**src/rtl/sram_like_arbiter_pkg.sv**
```systemverilog
// sram_like_arbiter_pkg
// Shared definitions for the SRAM-like two-master arbiter: master IDs,
// grant-state encodings, transfer size encodings and a small helper.
// No ports (package).
package sram_like_arbiter_pkg;

  localparam logic ID_INST = 1'b0;
  localparam logic ID_DATA = 1'b1;

  typedef enum logic [1:0] {
    GNT_IDLE   = 2'd0,
    GNT_LOCK_I = 2'd1,
    GNT_LOCK_D = 2'd2
  } gnt_state_e;

  typedef enum logic [1:0] {
    SIZE_BYTE = 2'd0,
    SIZE_HALF = 2'd1,
    SIZE_WORD = 2'd2
  } size_e;

  // Lock state that holds the grant on the given master.
  function automatic gnt_state_e lock_state(input logic id);
    return (id == ID_DATA) ? GNT_LOCK_D : GNT_LOCK_I;
  endfunction

endpackage

```
**src/rtl/sram_like_arbiter_if.sv**
```systemverilog
// sram_like_arbiter_if
// One SRAM-like request/response port.
//   req, wr, size, wstrb, addr, wdata : request fields (master -> slave)
//   addr_ok                           : request accepted this cycle
//   data_ok, rdata                    : response strobe and read data
// Modports: master drives the request, slave drives the responses.
interface sram_like_arbiter_if;
  import sram_like_arbiter_pkg::*;

  logic        req;
  logic        wr;
  logic [1:0]  size;
  logic [3:0]  wstrb;
  logic [31:0] addr;
  logic [31:0] wdata;
  logic        addr_ok;
  logic        data_ok;
  logic [31:0] rdata;

  modport master (
    output req, wr, size, wstrb, addr, wdata,
    input  addr_ok, data_ok, rdata
  );

  modport slave (
    input  req, wr, size, wstrb, addr, wdata,
    output addr_ok, data_ok, rdata
  );

endinterface

```
**src/rtl/sram_like_arbiter_id_fifo.sv**
```systemverilog
// sram_like_arbiter_id_fifo (id_fifo)
// In-order FIFO of 1-bit master IDs for accepted-but-unanswered requests.
//   clk, reset  : clock, synchronous active-high reset
//   push_i      : enqueue push_id_i (ignored when full)
//   push_id_i   : master ID to enqueue
//   pop_i       : dequeue head (ignored when empty)
//   head_id_o   : ID at the head
//   full_o      : DEPTH entries held
//   empty_o     : no entries held
// DEPTH must be a power of two so the pointers wrap naturally.
module sram_like_arbiter_id_fifo
  import sram_like_arbiter_pkg::*;
#(
  parameter int DEPTH = 2
) (
  input  logic clk,
  input  logic reset,
  input  logic push_i,
  input  logic push_id_i,
  input  logic pop_i,
  output logic head_id_o,
  output logic full_o,
  output logic empty_o
);

  localparam int PW = $clog2(DEPTH);
  localparam int CW = PW + 1;

  logic [DEPTH-1:0] ids_q;
  logic [PW-1:0]    wr_ptr_q, wr_ptr_d;
  logic [PW-1:0]    rd_ptr_q, rd_ptr_d;
  logic [CW-1:0]    count_q, count_d;
  logic             do_push, do_pop;

  assign full_o    = (count_q == CW'(DEPTH));
  assign empty_o   = (count_q == '0);
  assign head_id_o = ids_q[rd_ptr_q];
  assign do_push   = push_i & ~full_o;
  assign do_pop    = pop_i & ~empty_o;

  always_comb begin
    wr_ptr_d = wr_ptr_q;
    rd_ptr_d = rd_ptr_q;
    count_d  = count_q;
    if (do_push) wr_ptr_d = wr_ptr_q + PW'(1);
    if (do_pop)  rd_ptr_d = rd_ptr_q + PW'(1);
    // push+pop together leaves occupancy unchanged
    case ({do_push, do_pop})
      2'b10:   count_d = count_q + CW'(1);
      2'b01:   count_d = count_q - CW'(1);
      default: count_d = count_q;
    endcase
  end

  always_ff @(posedge clk) begin
    if (reset) begin
      wr_ptr_q <= '0;
      rd_ptr_q <= '0;
      count_q  <= '0;
    end else begin
      wr_ptr_q <= wr_ptr_d;
      rd_ptr_q <= rd_ptr_d;
      count_q  <= count_d;
      if (do_push) ids_q[wr_ptr_q] <= push_id_i;
    end
  end

endmodule

```
**src/rtl/sram_like_arbiter.sv**
```systemverilog
// sram_like_arbiter
// Arbitrates a fetch master (inst_if) and a MEM-stage master (data_if)
// onto one shared SRAM-like slave port (mem_if) with zero added latency.
//   clk, reset : clock, synchronous active-high reset
//   inst_if    : fetch-master port (slave modport)
//   data_if    : MEM-stage master port (slave modport)
//   mem_if     : shared slave port (master modport)
// Parameter OST_DEPTH: max accepted-but-unanswered requests (power of two, >= 2).
// Macro ARB_ROUND_ROBIN_EN: when defined, the idle grant favours the master
// not granted at the last accepted handshake; otherwise data beats fetch.
//
// state      | meaning
// GNT_IDLE   | grant chosen combinationally from current requests
// GNT_LOCK_I | request stalled by slave, grant held on fetch master
// GNT_LOCK_D | request stalled by slave, grant held on data master
module sram_like_arbiter
  import sram_like_arbiter_pkg::*;
#(
  parameter int OST_DEPTH = 2
) (
  input  logic              clk,
  input  logic              reset,
  sram_like_arbiter_if.slave  inst_if,
  sram_like_arbiter_if.slave  data_if,
  sram_like_arbiter_if.master mem_if
);

  gnt_state_e state_q, state_d;
  logic       prefer_data;
  logic       gnt_id;
  logic       gnt_req;
  logic       handshake;
  logic       pop;
  logic       fifo_full, fifo_empty, head_id;

`ifdef ARB_ROUND_ROBIN_EN
  logic favour_data_q, favour_data_d;

  always_comb begin
    favour_data_d = favour_data_q;
    if (handshake) favour_data_d = (gnt_id == ID_INST);
  end

  always_ff @(posedge clk) begin
    if (reset) favour_data_q <= 1'b1;
    else       favour_data_q <= favour_data_d;
  end

  assign prefer_data = favour_data_q;
`else
  assign prefer_data = 1'b1;
`endif

  always_comb begin
    gnt_id = ID_INST;
    case (state_q)
      GNT_LOCK_I: gnt_id = ID_INST;
      GNT_LOCK_D: gnt_id = ID_DATA;
      default:    gnt_id = (data_if.req && (!inst_if.req || prefer_data)) ? ID_DATA : ID_INST;
    endcase
  end

  assign gnt_req = (gnt_id == ID_DATA) ? data_if.req : inst_if.req;

  // Full blocks the request on registered occupancy only, so a same-cycle
  // response cannot reopen it combinationally.
  assign mem_if.req   = gnt_req & ~fifo_full & ~reset;
  assign mem_if.wr    = (gnt_id == ID_DATA) ? data_if.wr    : inst_if.wr;
  assign mem_if.size  = (gnt_id == ID_DATA) ? data_if.size  : inst_if.size;
  assign mem_if.wstrb = (gnt_id == ID_DATA) ? data_if.wstrb : inst_if.wstrb;
  assign mem_if.addr  = (gnt_id == ID_DATA) ? data_if.addr  : inst_if.addr;
  assign mem_if.wdata = (gnt_id == ID_DATA) ? data_if.wdata : inst_if.wdata;

  assign handshake       = mem_if.req & mem_if.addr_ok;
  assign inst_if.addr_ok = handshake & (gnt_id == ID_INST);
  assign data_if.addr_ok = handshake & (gnt_id == ID_DATA);

  // Responses with nothing outstanding are dropped.
  assign pop             = mem_if.data_ok & ~fifo_empty & ~reset;
  assign inst_if.data_ok = pop & (head_id == ID_INST);
  assign data_if.data_ok = pop & (head_id == ID_DATA);
  assign inst_if.rdata   = mem_if.rdata;
  assign data_if.rdata   = mem_if.rdata;

  always_comb begin
    state_d = state_q;
    case (state_q)
      GNT_IDLE:   if (mem_if.req && !mem_if.addr_ok) state_d = lock_state(gnt_id);
      GNT_LOCK_I: if (handshake || !inst_if.req) state_d = GNT_IDLE;
      GNT_LOCK_D: if (handshake || !data_if.req) state_d = GNT_IDLE;
      default:    state_d = GNT_IDLE;
    endcase
  end

  always_ff @(posedge clk) begin
    if (reset) state_q <= GNT_IDLE;
    else       state_q <= state_d;
  end

  sram_like_arbiter_id_fifo #(.DEPTH(OST_DEPTH)) id_fifo (
    .clk       (clk),
    .reset     (reset),
    .push_i    (handshake),
    .push_id_i (gnt_id),
    .pop_i     (pop),
    .head_id_o (head_id),
    .full_o    (fifo_full),
    .empty_o   (fifo_empty)
  );

endmodule

```
**src/flat_wrapper.sv**
```systemverilog
// flat-port wrapper written by rule: the top's interface ports become plain ports
module sram_like_arbiter_flat import sram_like_arbiter_pkg::*;
#(
  parameter int OST_DEPTH = 2
)
  (clk, reset, inst_if_req, inst_if_wr, inst_if_size, inst_if_wstrb, inst_if_addr, inst_if_wdata, inst_if_addr_ok, inst_if_data_ok, inst_if_rdata, data_if_req, data_if_wr, data_if_size, data_if_wstrb, data_if_addr, data_if_wdata, data_if_addr_ok, data_if_data_ok, data_if_rdata, mem_if_req, mem_if_wr, mem_if_size, mem_if_wstrb, mem_if_addr, mem_if_wdata, mem_if_addr_ok, mem_if_data_ok, mem_if_rdata);
  sram_like_arbiter_if inst_if_i ();
  sram_like_arbiter_if data_if_i ();
  sram_like_arbiter_if mem_if_i ();
  input  logic clk;
  input  logic reset;
  input wire logic [$bits(inst_if_i.req)-1:0] inst_if_req;
  input wire logic [$bits(inst_if_i.wr)-1:0] inst_if_wr;
  input wire logic [$bits(inst_if_i.size)-1:0] inst_if_size;
  input wire logic [$bits(inst_if_i.wstrb)-1:0] inst_if_wstrb;
  input wire logic [$bits(inst_if_i.addr)-1:0] inst_if_addr;
  input wire logic [$bits(inst_if_i.wdata)-1:0] inst_if_wdata;
  output wire logic [$bits(inst_if_i.addr_ok)-1:0] inst_if_addr_ok;
  output wire logic [$bits(inst_if_i.data_ok)-1:0] inst_if_data_ok;
  output wire logic [$bits(inst_if_i.rdata)-1:0] inst_if_rdata;
  input wire logic [$bits(data_if_i.req)-1:0] data_if_req;
  input wire logic [$bits(data_if_i.wr)-1:0] data_if_wr;
  input wire logic [$bits(data_if_i.size)-1:0] data_if_size;
  input wire logic [$bits(data_if_i.wstrb)-1:0] data_if_wstrb;
  input wire logic [$bits(data_if_i.addr)-1:0] data_if_addr;
  input wire logic [$bits(data_if_i.wdata)-1:0] data_if_wdata;
  output wire logic [$bits(data_if_i.addr_ok)-1:0] data_if_addr_ok;
  output wire logic [$bits(data_if_i.data_ok)-1:0] data_if_data_ok;
  output wire logic [$bits(data_if_i.rdata)-1:0] data_if_rdata;
  output wire logic [$bits(mem_if_i.req)-1:0] mem_if_req;
  output wire logic [$bits(mem_if_i.wr)-1:0] mem_if_wr;
  output wire logic [$bits(mem_if_i.size)-1:0] mem_if_size;
  output wire logic [$bits(mem_if_i.wstrb)-1:0] mem_if_wstrb;
  output wire logic [$bits(mem_if_i.addr)-1:0] mem_if_addr;
  output wire logic [$bits(mem_if_i.wdata)-1:0] mem_if_wdata;
  input wire logic [$bits(mem_if_i.addr_ok)-1:0] mem_if_addr_ok;
  input wire logic [$bits(mem_if_i.data_ok)-1:0] mem_if_data_ok;
  input wire logic [$bits(mem_if_i.rdata)-1:0] mem_if_rdata;
  assign inst_if_i.req = inst_if_req;
  assign inst_if_i.wr = inst_if_wr;
  assign inst_if_i.size = inst_if_size;
  assign inst_if_i.wstrb = inst_if_wstrb;
  assign inst_if_i.addr = inst_if_addr;
  assign inst_if_i.wdata = inst_if_wdata;
  assign inst_if_addr_ok = inst_if_i.addr_ok;
  assign inst_if_data_ok = inst_if_i.data_ok;
  assign inst_if_rdata = inst_if_i.rdata;
  assign data_if_i.req = data_if_req;
  assign data_if_i.wr = data_if_wr;
  assign data_if_i.size = data_if_size;
  assign data_if_i.wstrb = data_if_wstrb;
  assign data_if_i.addr = data_if_addr;
  assign data_if_i.wdata = data_if_wdata;
  assign data_if_addr_ok = data_if_i.addr_ok;
  assign data_if_data_ok = data_if_i.data_ok;
  assign data_if_rdata = data_if_i.rdata;
  assign mem_if_req = mem_if_i.req;
  assign mem_if_wr = mem_if_i.wr;
  assign mem_if_size = mem_if_i.size;
  assign mem_if_wstrb = mem_if_i.wstrb;
  assign mem_if_addr = mem_if_i.addr;
  assign mem_if_wdata = mem_if_i.wdata;
  assign mem_if_i.addr_ok = mem_if_addr_ok;
  assign mem_if_i.data_ok = mem_if_data_ok;
  assign mem_if_i.rdata = mem_if_rdata;
  sram_like_arbiter #(.OST_DEPTH(OST_DEPTH)) u_core (.clk(clk), .reset(reset), .inst_if(inst_if_i), .data_if(data_if_i), .mem_if(mem_if_i));
endmodule
```
**config.mk**
```make
export PLATFORM = sky130hd
export DESIGN_NAME = sram_like_arbiter_flat
export DESIGN_NICKNAME = d
export VERILOG_FILES = /design/src/rtl/sram_like_arbiter_pkg.sv /design/src/rtl/sram_like_arbiter_if.sv /design/src/rtl/sram_like_arbiter_id_fifo.sv /design/src/rtl/sram_like_arbiter.sv /design/src/flat_wrapper.sv
export SDC_FILE = /design/constraint.sdc
export NUM_CORES = 1
export LEC_CHECK = 0
export BUFFER_PORTS_ARGS = -buffer_cell sky130_fd_sc_hd__clkbuf_2
export CAP_MARGIN = 20
export CORE_AREA = 2 2 123 125
export CTS_BUF_LIST = sky130_fd_sc_hd__clkbuf_8 sky130_fd_sc_hd__clkbuf_16
export CTS_CLUSTER_DIAMETER = 60
export DETAILED_ROUTE_END_ITERATION = 12
export DIE_AREA = 0 0 125 127
export PLACE_DENSITY = 0.42
export SYNTH_ARGS = -nofsm -noshare
export SYNTH_HDL_FRONTEND = slang
export SYNTH_HIERARCHICAL = 1
export SYNTH_SLANG_ARGS = --single-unit
```
**constraint.sdc**
```tcl
create_clock -name clk -period 3.5 [get_ports clk]
set_input_delay 0.525 -clock clk [delete_from_list [all_inputs] [get_ports clk]]
set_output_delay 0.525 -clock clk [all_outputs]
set_load 0.05 [all_outputs]
```
==> qor.csv <==
metric,value,unit
status,"complete, no violations",
hold crit path type,reg2reg,
worst-case reg-to-reg path depth,9,
antenna cell count,0,
Area contributors post-synth,"nand2_1 43%, buf_4 26%, dfxtp_1 6.4%",
fraction of layout instances using a drive strength above 1,0.481,
drt via density,3.72,
pin count of the biggest net entering global routing,74,
min-delay src,u_core/id_fifo/wr_ptr_q$_SDFFE_PP0N_,
post-cts sizing count,0,
max_cap viols,0,
grt ovf,0,
crit path max fanout,20,
Clock Latency Late Sink,0.23,ns
vias post-DR,2540,
dominant cell type by area after synthesis,nand2_1,
Global Route Usage Sum,0.0866,
gr busiest metal,met2,
minimum clock period after layout,2.91,ns
FP Rows,44,
CTS max path bufs,2,
WP data required,2.97,ns
number of remaining DRC errors,0,
I/O pins,320,
placed cells,680,
die width,125,µm
CORE AREA,0.0144,mm²
# H-tree levels,1,
Hold EP,u_core/id_fifo/wr_ptr_q$_SDFFE_PP0N_,
synth warn,6,
die area,0.0159,mm²
Post-CTS Setup Bufs,0,
CTS Buf Count,3,
count of final setup violators,0,
Layout area overhead,50.0,%
number of synthesized flops with an enable pin,2,
global routing usage on met3,0.0339,
DRT Pass-1 Iters,4,
Critical Path End Type,primary output,
Leak Pwr,1.82,nW
met1 Usage GRT,0.0985,
Mapped Cells,348,
CTS root buffer,clkbuf_16,
CTS tree,built,
Yosys cell types,35,
unrepaired setup endpoints after global routing,no,
Async SR Flop Fraction,0,
initial antenna violation count,0,
Tightest Pin Transition,0.392,ns
Main synth FF type,dfxtp_1,
Slew HR,0.738,
"CTS clk-pin slew, worst paths",0.04,ns
Max VDD drop,0.160,mV
Die Ht,127,µm
crit path DAT,2.38,ns
Yosys top cell area share,0.426,
GP Congestion,0.736,
Routed WL,7840,µm
crit path launch type,register,
# port buffers,223,
"Slew Viols, Final",0,
DP HPWL,6490,µm
fin crit share,0.830,
fin cells,683,
starting density of the core,0.130,
Fin. Hold Viols,0,
reg2reg setup slack,0.98,ns
drt first-iter violations,82,
# hold bufs at CTS,0,
Clock Skews,0.00234,ns
Mapped Avg Cell Area,5.40,µm²
register area share after synthesis,0.0959,
global-route wire length before repair,11300,µm
Routed Antenna Nets,0,
nets,685,
setup TNS,0,ns
register bit total from synthesis,8,
GR Util met2,0.153,
PD cells,379,mW/mm²
crit path kind,reg2out,
worst r2r src,u_core/state_q[1]$_SDFFE_PP0P_,
Pwr Total,1.07,mW
hold path depth,2,
FF-to-FF End,u_core/id_fifo/count_q[1]$_SDFFE_PP0P_,
fmax,344,MHz
vias in the first global route,2325,
Avg WL per Cell,11.5,µm
Sink Count,8,
Syn Std Cell Area,0.00188,mm²
synthesized net count,532,
-- kinds of logic (layout without fill, tap and decap cells) --
group                    count (synthesis)  after routing  synth area share
AO/OA/AOI/OAI                           14             14            0.0646
adder cells (fa/ha/maj)                  4              4            0.0266
AND/OR/NAND/NOR                        232            232             0.487
multiplexers                             2              2            0.0113
buffers and inverters                   85            236             0.300
XOR/XNOR                                 3              3            0.0140
flip-flops                               8              8            0.0959
-- flip-flops by register name, summed over array words and instances, names as in the netlist --
register                 cells
u_core/state_q               2
u_core/id_fifo/wr_ptr_q      1
u_core/id_fifo/count_q       2
u_core/id_fifo/ids_q         2
u_core/id_fifo/rd_ptr_q      1
-- final cells by class --
type | instances | area, µm²
Sequential cell | 8 | 180
Multi-Input combinational cell | 255 | 1150
Tap cell | 184 | 230
Fill cell | 1699 | 11600
Inverter | 5 | 18.8
Clock buffer | 3 | 75.1
Timing Repair Buffer | 228 | 1170
-- through the flow --
step / hold WS (ns) / cell area, µm² / util / setup WS, ns
5_1_grt: 0.525 / 2820 / 0.195 / 0.380
4_1_cts: 0.507 / 2820 / 0.195 / 0.516
6_report: 0.499 / 2820 / 0.195 / 0.594
3_3_place_gp: 0.500 / 2740 / 0.190 / 0.811
2_1_floorplan: 0.461 / 1880 / - / 1.10
3_5_place_dp: 0.496 / 2740 / 0.190 / 0.750
-- power by group --
part | internal (mW) | switching (mW) | total [mW]
registers | 0.100 | 0.00444 | 0.105
logic | 0.198 | 0.575 | 0.773
clock network | 0.147 | 0.0426 | 0.190
-- layout by cell type, fill, tap and decap left out, drive strengths merged, types with 2 or more instances in the layout --
cell	n
clkbuf	226
nand2	213
nor2	6
dfxtp	6
inv	5
buf	5
ha	4
a21oi	3
nor3b	2
nor2b	2
nand3b	2
o21ai	2
or3	2
xnor2	2
edfxtp	2
or3b	2
o2111ai	2
o22ai	2
-- metal layers --
layer	share of wire	up-vias	wire length, µm
met5	0	-	0
met4	0.0094	0	74
met3	0.11	15	882
met2	0.49	156	3850
met1	0.39	1064	3030
li1	-	1305	-
-- cells in the mapped netlist (all sizes together), types with 2 or more instances --
cell type,count
buf,73
nor2b,2
edfxtp,2
nor3b,2
inv,5
or3,2
xnor2,2
ha,4
clkbuf,7
or3b,2
o22ai,2
nand2,213
nor2,6
o21ai,2
a21oi,3
nand3b,2
dfxtp,6
o2111ai,2
-- critical path, stage by stage, from the launching register on --
cell,delay (ns)
dfxtp_1,0.34
inv_1,0.07
ha_1,0.37
mux2i_4,0.23
inv_2,0.32
buf_4,0.32
nand2_1,0.14
nand2_1,0.09
clkbuf_2,0.27
-- how the worst max path moves through the flow --
| stage | depth (start not counted) | slack [ns] | startpoint | to |
|---|---|---|---|---|
| floorplan | 6 | 1.10 | u_core/state_q[0]$_SDFFE_PP0P_ | data_if_addr_ok |
| detailed placement | 8 | 0.75 | u_core/state_q[0]$_SDFFE_PP0P_ | mem_if_addr[4] |
| global placement | 8 | 0.81 | u_core/state_q[0]$_SDFFE_PP0P_ | mem_if_addr[4] |
| CTS | 8 | 0.52 | u_core/state_q[0]$_SDFFE_PP0P_ | mem_if_addr[4] |
| global route | 8 | 0.38 | u_core/state_q[0]$_SDFFE_PP0P_ | mem_if_addr[4] |
| finish | 8 | 0.59 | u_core/state_q[0]$_SDFFE_PP0P_ | mem_if_addr[4] |
Note: power is estimated with default switching activity, not from simulation.
